==> config.mk <==
export PLATFORM = sky130hd
export DESIGN_NAME = seg7_scan_reader_flat
export DESIGN_NICKNAME = d
export VERILOG_FILES = /design/src/rtl/seg7_scan_reader_if.sv /design/src/rtl/seg7_scan_reader.sv /design/src/flat_wrapper.sv
export SDC_FILE = /design/constraint.sdc
export NUM_CORES = 1
export LEC_CHECK = 0
export ABC_AREA = 1
export CAP_MARGIN = 20
export CORE_MARGIN = 5
export CORE_UTILIZATION = 54
export DETAILED_ROUTE_END_ITERATION = 6
export PLACE_DENSITY = 0.79
export SLEW_MARGIN = 30
export SYNTH_ARGS = -nofsm -noshare
export SYNTH_HDL_FRONTEND = slang
export SYNTH_SLANG_ARGS = --single-unit
export TNS_END_PERCENT = 5
==> constraint.sdc <==
create_clock -name CLK -period 2.4 [get_ports CLK]
set_input_delay 0.48 -clock CLK [delete_from_list [all_inputs] [get_ports CLK]]
set_output_delay 0.48 -clock CLK [all_outputs]
set_load 0.03 [all_outputs]
==> src/rtl/seg7_scan_reader_if.sv <==
// seg7_scan_reader_if
//   Bundles the multiplexed 7-segment drive bus with the values recovered from it.
//   master : drives SEG_IN / AN_IN and reads the recovered results (the bus source).
//   slave  : the reader; samples SEG_IN / AN_IN and drives the results.
//   SEG_IN    [6:0]       active-low segments, bit0=a .. bit6=g
//   AN_IN     [NDIG-1:0]  active-low digit enables
//   HEX_OUT   [4*NDIG-1:0] decoded nibble per digit
//   DIG_VALID [NDIG-1:0]  last capture on that digit was a legal hex pattern
//   DIG_ERR   [NDIG-1:0]  last capture on that digit was unrecognised
//   FRAME_STB             one-cycle pulse when every digit has been captured
interface seg7_scan_reader_if #(
    parameter int NDIG = 4
);
    logic [6:0]        SEG_IN;
    logic [NDIG-1:0]   AN_IN;
    logic [4*NDIG-1:0] HEX_OUT;
    logic [NDIG-1:0]   DIG_VALID;
    logic [NDIG-1:0]   DIG_ERR;
    logic              FRAME_STB;

    modport master (
        output SEG_IN, AN_IN,
        input  HEX_OUT, DIG_VALID, DIG_ERR, FRAME_STB
    );

    modport slave (
        input  SEG_IN, AN_IN,
        output HEX_OUT, DIG_VALID, DIG_ERR, FRAME_STB
    );
endinterface

==> src/rtl/seg7_scan_reader.sv <==
// seg7_scan_reader
//   Watches a multiplexed active-low 7-segment bus and recovers the hex digit
//   shown on each anode. The bus word {AN,SEG} is synchronised, and a capture is
//   taken once it has been steady for STABLE cycles. Each digit keeps its own
//   value / valid / error flags; FRAME_STB pulses when all digits have been seen.
//   CLK   : system clock, rising edge
//   RST_N : asynchronous active-low reset
//   bus   : seg7_scan_reader_if.slave (SEG_IN/AN_IN in, HEX_OUT/DIG_VALID/
//           DIG_ERR/FRAME_STB out; all outputs come straight from flops)
module seg7_scan_reader #(
    parameter int NDIG   = 4,
    parameter int STABLE = 16
) (
    input  logic             CLK,
    input  logic             RST_N,
    seg7_scan_reader_if.slave bus
);
    localparam int W  = NDIG + 7;
    localparam int CW = (STABLE > 1) ? $clog2(STABLE) : 1;

    typedef enum logic {
        SETTLE,
        HOLD
    } state_t;

    // Returns {legal, value}; legal=0 for anything outside the 16 hex glyphs.
    function automatic logic [4:0] seg_decode(input logic [6:0] s);
        logic [4:0] r;
        case (s)
            7'b1000000: r = 5'h10;
            7'b1111001: r = 5'h11;
            7'b0100100: r = 5'h12;
            7'b0110000: r = 5'h13;
            7'b0011001: r = 5'h14;
            7'b0010010: r = 5'h15;
            7'b0000010: r = 5'h16;
            7'b1011000: r = 5'h17;
            7'b0000000: r = 5'h18;
            7'b0010000: r = 5'h19;
            7'b0001000: r = 5'h1A;
            7'b0000011: r = 5'h1B;
            7'b1000110: r = 5'h1C;
            7'b0100001: r = 5'h1D;
            7'b0000110: r = 5'h1E;
            7'b0001110: r = 5'h1F;
            default:    r = 5'h00;
        endcase
        return r;
    endfunction

    // Sync chain and previous-value register reset to all ones (display dark).
    logic [W-1:0]      sync1_q, sync2_q, prev_q;
    state_t            state_q, state_d;
    logic [CW-1:0]     cnt_q, cnt_d;
    logic [NDIG-1:0]   mask_q, mask_d;
    logic [4*NDIG-1:0] hex_q, hex_d;
    logic [NDIG-1:0]   valid_q, valid_d;
    logic [NDIG-1:0]   err_q, err_d;
    logic              stb_q, stb_d;

    logic              change;
    logic              capture;
    logic [NDIG-1:0]   an_act;
    logic              an_onehot;
    logic [6:0]        seg_s;
    logic [4:0]        dec;
    logic [NDIG-1:0]   mask_nxt;

    always_comb begin
        state_d  = state_q;
        cnt_d    = cnt_q;
        mask_d   = mask_q;
        hex_d    = hex_q;
        valid_d  = valid_q;
        err_d    = err_q;
        stb_d    = 1'b0;
        capture  = 1'b0;
        mask_nxt = mask_q;

        change    = (sync2_q != prev_q);
        seg_s     = sync2_q[6:0];
        an_act    = ~sync2_q[W-1:7];
        // Exactly one anode low: non-zero and a power of two.
        an_onehot = (an_act != '0) && ((an_act & (an_act - 1'b1)) == '0);
        dec       = seg_decode(seg_s);

        case (state_q)
            SETTLE: begin
                if (change) begin
                    cnt_d = '0;
                end else if (cnt_q == CW'(STABLE - 1)) begin
                    capture = 1'b1;
                    cnt_d   = '0;
                    state_d = HOLD;
                end else begin
                    cnt_d = cnt_q + 1'b1;
                end
            end
            HOLD: begin
                if (change) begin
                    state_d = SETTLE;
                    cnt_d   = '0;
                end
            end
        endcase

        // Blank and illegal patterns leave the old nibble in place.
        if (capture && an_onehot) begin
            for (int i = 0; i < NDIG; i++) begin
                if (an_act[i]) begin
                    if (dec[4]) begin
                        hex_d[4*i +: 4] = dec[3:0];
                        valid_d[i]      = 1'b1;
                        err_d[i]        = 1'b0;
                    end else if (seg_s == 7'h7F) begin
                        valid_d[i] = 1'b0;
                        err_d[i]   = 1'b0;
                    end else begin
                        valid_d[i] = 1'b0;
                        err_d[i]   = 1'b1;
                    end
                end
            end
            mask_nxt = mask_q | an_act;
            if (&mask_nxt) begin
                stb_d  = 1'b1;
                mask_d = '0;
            end else begin
                mask_d = mask_nxt;
            end
        end
    end

    always_ff @(posedge CLK or negedge RST_N) begin
        if (!RST_N) begin
            sync1_q <= '1;
            sync2_q <= '1;
            prev_q  <= '1;
            state_q <= SETTLE;
            cnt_q   <= '0;
            mask_q  <= '0;
            hex_q   <= '0;
            valid_q <= '0;
            err_q   <= '0;
            stb_q   <= 1'b0;
        end else begin
            sync1_q <= {bus.AN_IN, bus.SEG_IN};
            sync2_q <= sync1_q;
            prev_q  <= sync2_q;
            state_q <= state_d;
            cnt_q   <= cnt_d;
            mask_q  <= mask_d;
            hex_q   <= hex_d;
            valid_q <= valid_d;
            err_q   <= err_d;
            stb_q   <= stb_d;
        end
    end

    assign bus.HEX_OUT   = hex_q;
    assign bus.DIG_VALID = valid_q;
    assign bus.DIG_ERR   = err_q;
    assign bus.FRAME_STB = stb_q;
endmodule

==> src/flat_wrapper.sv <==
// flat-port wrapper written by rule: the top's interface ports become plain ports
module seg7_scan_reader_flat 
#(
    parameter int NDIG   = 4,
    parameter int STABLE = 16
)
  (CLK, RST_N, bus_SEG_IN, bus_AN_IN, bus_HEX_OUT, bus_DIG_VALID, bus_DIG_ERR, bus_FRAME_STB);
  seg7_scan_reader_if #(.NDIG(NDIG)) bus_i ();
  input  logic CLK;
  input  logic RST_N;
  input wire logic [$bits(bus_i.SEG_IN)-1:0] bus_SEG_IN;
  input wire logic [$bits(bus_i.AN_IN)-1:0] bus_AN_IN;
  output wire logic [$bits(bus_i.HEX_OUT)-1:0] bus_HEX_OUT;
  output wire logic [$bits(bus_i.DIG_VALID)-1:0] bus_DIG_VALID;
  output wire logic [$bits(bus_i.DIG_ERR)-1:0] bus_DIG_ERR;
  output wire logic [$bits(bus_i.FRAME_STB)-1:0] bus_FRAME_STB;
  assign bus_i.SEG_IN = bus_SEG_IN;
  assign bus_i.AN_IN = bus_AN_IN;
  assign bus_HEX_OUT = bus_i.HEX_OUT;
  assign bus_DIG_VALID = bus_i.DIG_VALID;
  assign bus_DIG_ERR = bus_i.DIG_ERR;
  assign bus_FRAME_STB = bus_i.FRAME_STB;
  seg7_scan_reader #(.NDIG(NDIG), .STABLE(STABLE)) u_core (.CLK(CLK), .RST_N(RST_N), .bus(bus_i));
endmodule
==> flow_summary_export.csv <==
group,metric,value,unit
status,run_status,"complete, no violations",
sta,fin_crit_sh,80.00,%
detailed_routing,dr.pass1.iters,5,
critical_path,r2r-start,"u_core.sync2_q[6]$_DFF_PN1_",
place,dpl_worst_slack,0.4914,ns
clocking,h-tree-depth,3,
critical_path,crit_path_start_kind,"register",
final_layout,drive_above_1_share,20.89,%
logic_synthesis,synth_top_area_share,30.47,%
final_layout,antenna_cells,0,
power_and_ir_drop,power,2.099,mW
critical_path,critPathBufInv,3,
clocking,cts_buffer_depth,2,
logic_synthesis,yosys_warnings,0,
global_routing,met1_usage,25.89,%
final_layout,utilization,68.01,%
clocking,cts_setup_buffers,0,
final_layout,multi_input_area,949.7,um^2
global_routing,grtUsageMet3,6.291,%
floorplanning,die-area,6820,um^2
critical_path,rrSetupSlack,0.48,ns
critical_path,cp_slowest_cell,"dfstp_2",
logic_synthesis,synth.distinct_cells,26,
logic_synthesis,synth_top_family_by_area,"simple AND/OR/NAND/NOR gates",
sta,fin_skew,0.01017,ns
logic_synthesis,synth_cells,306,
sta,slew-limit-headroom,57.33,%
logic_synthesis,synth_flop_cell,"dfrtp_1",
floorplanning,rows,26,
place,dp_hpwl,4.198,mm
global_routing,grt_max_degree,40,
critical_path,cp_common_cell,"nand2_1",
logic_synthesis,synth_area_leaders,"dfstp_2, dfrtp_1, nand2_1, inv_1, nor2_1",
floorplanning,ios,38,
power_and_ir_drop,netSwitchingFraction,24.28,%
global_routing,overflow,0,
power_and_ir_drop,pwr-share-comb,5.7,%
floorplanning,die_h,82.59,um
power_and_ir_drop,p_per_area,604.4,nW/um^2
global_routing,antenna_found_initial,0,
global_routing,grt_first_pass_wirelength,9.694,mm
detailed_routing,routed_wl,5.688,mm
power_and_ir_drop,power.switching,509.8,uW
global_routing,grt_usage,19.48,%
detailed_routing,drc,0,
final_layout,fin_area,3473,um^2
critical_path,end_kind,"register",
logic_synthesis,ys_ff_latch,67,
detailed_routing,via_per_inst,4.883,
sta,grt_setup_unrepaired,"false",
critical_path,cpPeakStageDelay,0.61,ns
critical_path,crit_family,"simple AND/OR/NAND/NOR gates",
critical_path,cp.depth,11,
clocking,clock-sinks,67,
power_and_ir_drop,seq_power_share,57.6,%
detailed_routing,drt_iter0_drc,70,
power_and_ir_drop,intPower,1.590,mW
sta,slew_violations,0,
sta,fin_crit,1.920,ns
sta,setup_violations,0,
clocking,clockRootBuffer,"clkbuf_8",
floorplanning,coreArea,5107,um^2
sta,setup_slack,0.4800,ns
logic_synthesis,synth.mux.area_fraction,0.3518,%
global_routing,globalRouteMet2Util,29.41,%
clocking,clk_pin_slew,0.07,ns
logic_synthesis,synth-compound-area-share,4.310,%
critical_path,crit_end,"u_core.bus.HEX_OUT[9]$_DFFE_PN0P_",
detailed_routing,vias,2095,
final_layout,fillers,424,
logic_synthesis,syn_area,2845,um^2
clocking,clk-insertion-delay-late,0.34,ns
power_and_ir_drop,ir_drop,0.4512,mV
sta,final-hold-violation-count,0,
clocking,holdBufCountCts,0,
logic_synthesis,ys_seq_area_share,60.38,%
sta,worst_pin_slew,0.6400,ns
place,io_buffers,37,
clocking,cts_tree,"yes",
detailed_routing,antenna_left,0,
logic_synthesis,synthesis.nets,320,
final_layout,finalNetCount,368,
critical_path,critPathLaunch,"u_core.sync2_q[6]$_DFF_PN1_",
run,cap_violations,0,
final_layout,regArea,1718,um^2
clocking,cts_resized,0,
logic_synthesis,synth_common_cells,"nand2_1, inv_1, dfrtp_1",
hold_path,hold_path_class,"in -> async",
critical_path,crit_required,2.64,ns
logic_synthesis,yosys.area.top_type,"dfstp_2",
power_and_ir_drop,clkPwrFrac,36.7,%
place,post_dp_cell_area,3313,um^2
logic_synthesis,synth_adder_area_share,0.4398,%
place,place.gp.congestion,0.8894,
detailed_routing,wire_per_inst,13.26,um
clocking,cts_made_buffers,9,
critical_path,crit_fanout,10,
global_routing,busiest_layer,"met2",
critical_path,r2r-end,"u_core.bus.HEX_OUT[9]$_DFFE_PN0P_",
floorplanning,start_util,55.71,%
sta,fin_tns_setup,0,ns
logic_synthesis,synth_most_common_cell,"nand2_1",
logic_synthesis,synth_xor_area_share,1.847,%
critical_path,crit_chain,"inv_2, nand3_2, inv_2, nand2_1, nand3_2, nor2_4, nand3_4, nand2_2, nand2_1, nand2_1, inv_1",
global_routing,grt_pass1_vias,2108,
logic_synthesis,yosys.area_share.simple,26.43,%
final_layout,syn_to_final_growth,22.08,%
power_and_ir_drop,leakage,1.699,nW
sta,fmax,520.8,MHz
critical_path,worstSetupPathType,"reg -> reg",
critical_path,worstPathArrival,2.16,ns
logic_synthesis,async_reset_ff_share,100.0,%
floorplanning,die_w,82.59,um
logic_synthesis,synth_edf_count,0,
logic_synthesis,avgSynthCellArea,9.298,um^2
critical_path,r2r_cells,11,
state kept, by name, summed over array words and instances (netlist names):
| register | count |
|---|---|
| u_core.bus.HEX_OUT | 16 |
| u_core.prev_q | 11 |
| u_core.sync1_q | 11 |
| u_core.sync2_q | 11 |
| u_core.bus.DIG_ERR | 4 |
| u_core.bus.DIG_VALID | 4 |
| u_core.cnt_q | 4 |
| u_core.mask_q | 4 |
| u_core.bus.FRAME_STB | 1 |
| u_core.state_q | 1 |
through the flow:
step	hold slack (ns)	cells
CTS	0.1621	429
global placement	0.3457	413
finish	0.1559	429
floorplan	0.1844	306
global route	0.1979	429
detailed placement	0.3479	413
logic make-up (layout without fill, tap and decap cells):
logic type / Yosys count / after routing
buffers and inverters: 47 / 100
and+or+nand+nor: 161 / 161
xor gates and xnor gates: 6 / 6
adders and majority gates: 1 / 1
DFF: 67 / 67
muxes: 1 / 1
AOI/OAI and AO/OA: 23 / 23
per-layer routing:
metal / vias to the layer above / share of wire [%]
li1: 1047 / -
met1: 959 / 46
met2: 80 / 46
met3: 9 / 6.6
met4: 0 / 1.6
met5: - / 0
layout make-up:
cell class | instances | area share, %
timing repair buffer | 38 | 11.10
clock inverter | 6 | 0.9366
tap | 70 | 2.522
inverter | 46 | 4.971
clock buffer | 10 | 3.674
multi-input combinational | 192 | 27.34
sequential | 67 | 49.46
worst reg2reg max path: cells and delay by family, from the launching register on:
kind,cells,cell delay [ns]
AND/OR/NAND/NOR,8,1.01
flip-flops,1,0.61
buffers and inverters,3,0.20
worst min path at each step:
stage | startpoint | endpoint | depth (start not counted)
3_5_place_dp | u_core.sync1_q[6]$_DFF_PN1_ | u_core.sync2_q[6]$_DFF_PN1_ | 0
2_1_floorplan | RST_N | u_core.bus.DIG_ERR[0]$_DFFE_PN0P_ | 0
5_1_grt | RST_N | u_core.bus.HEX_OUT[15]$_DFFE_PN0P_ | 1
6_report | RST_N | u_core.bus.HEX_OUT[15]$_DFFE_PN0P_ | 1
3_3_place_gp | u_core.sync1_q[5]$_DFF_PN1_ | u_core.sync2_q[5]$_DFF_PN1_ | 0
4_1_cts | RST_N | u_core.bus.HEX_OUT[0]$_DFFE_PN0P_ | 1
power by group through the flow:
stage                     clock, mW  combinational, mW  sequential [mW]
final                         0.770              0.119             1.21
after global routing          0.852              0.136             1.21
after CTS                     0.800              0.121             1.21
after detailed placement          0              0.121             1.23
after global placement            0              0.119             1.23
after floorplan                   0             0.0638             1.22
placed cells by master, fill, tap and decap left out, types with 6 or more instances in the layout:
cell              n
dfstp_2          33
clkdlybuf4s50_1  36
nand3_1          15
a21oi_1           6
inv_2             7
dfrtp_1          34
nand2_2           7
nor2_1           25
o21ai_1          12
clkbuf_8          9
nand2_1          91
inv_1            39
Note: power is estimated with default switching activity, not from simulation.
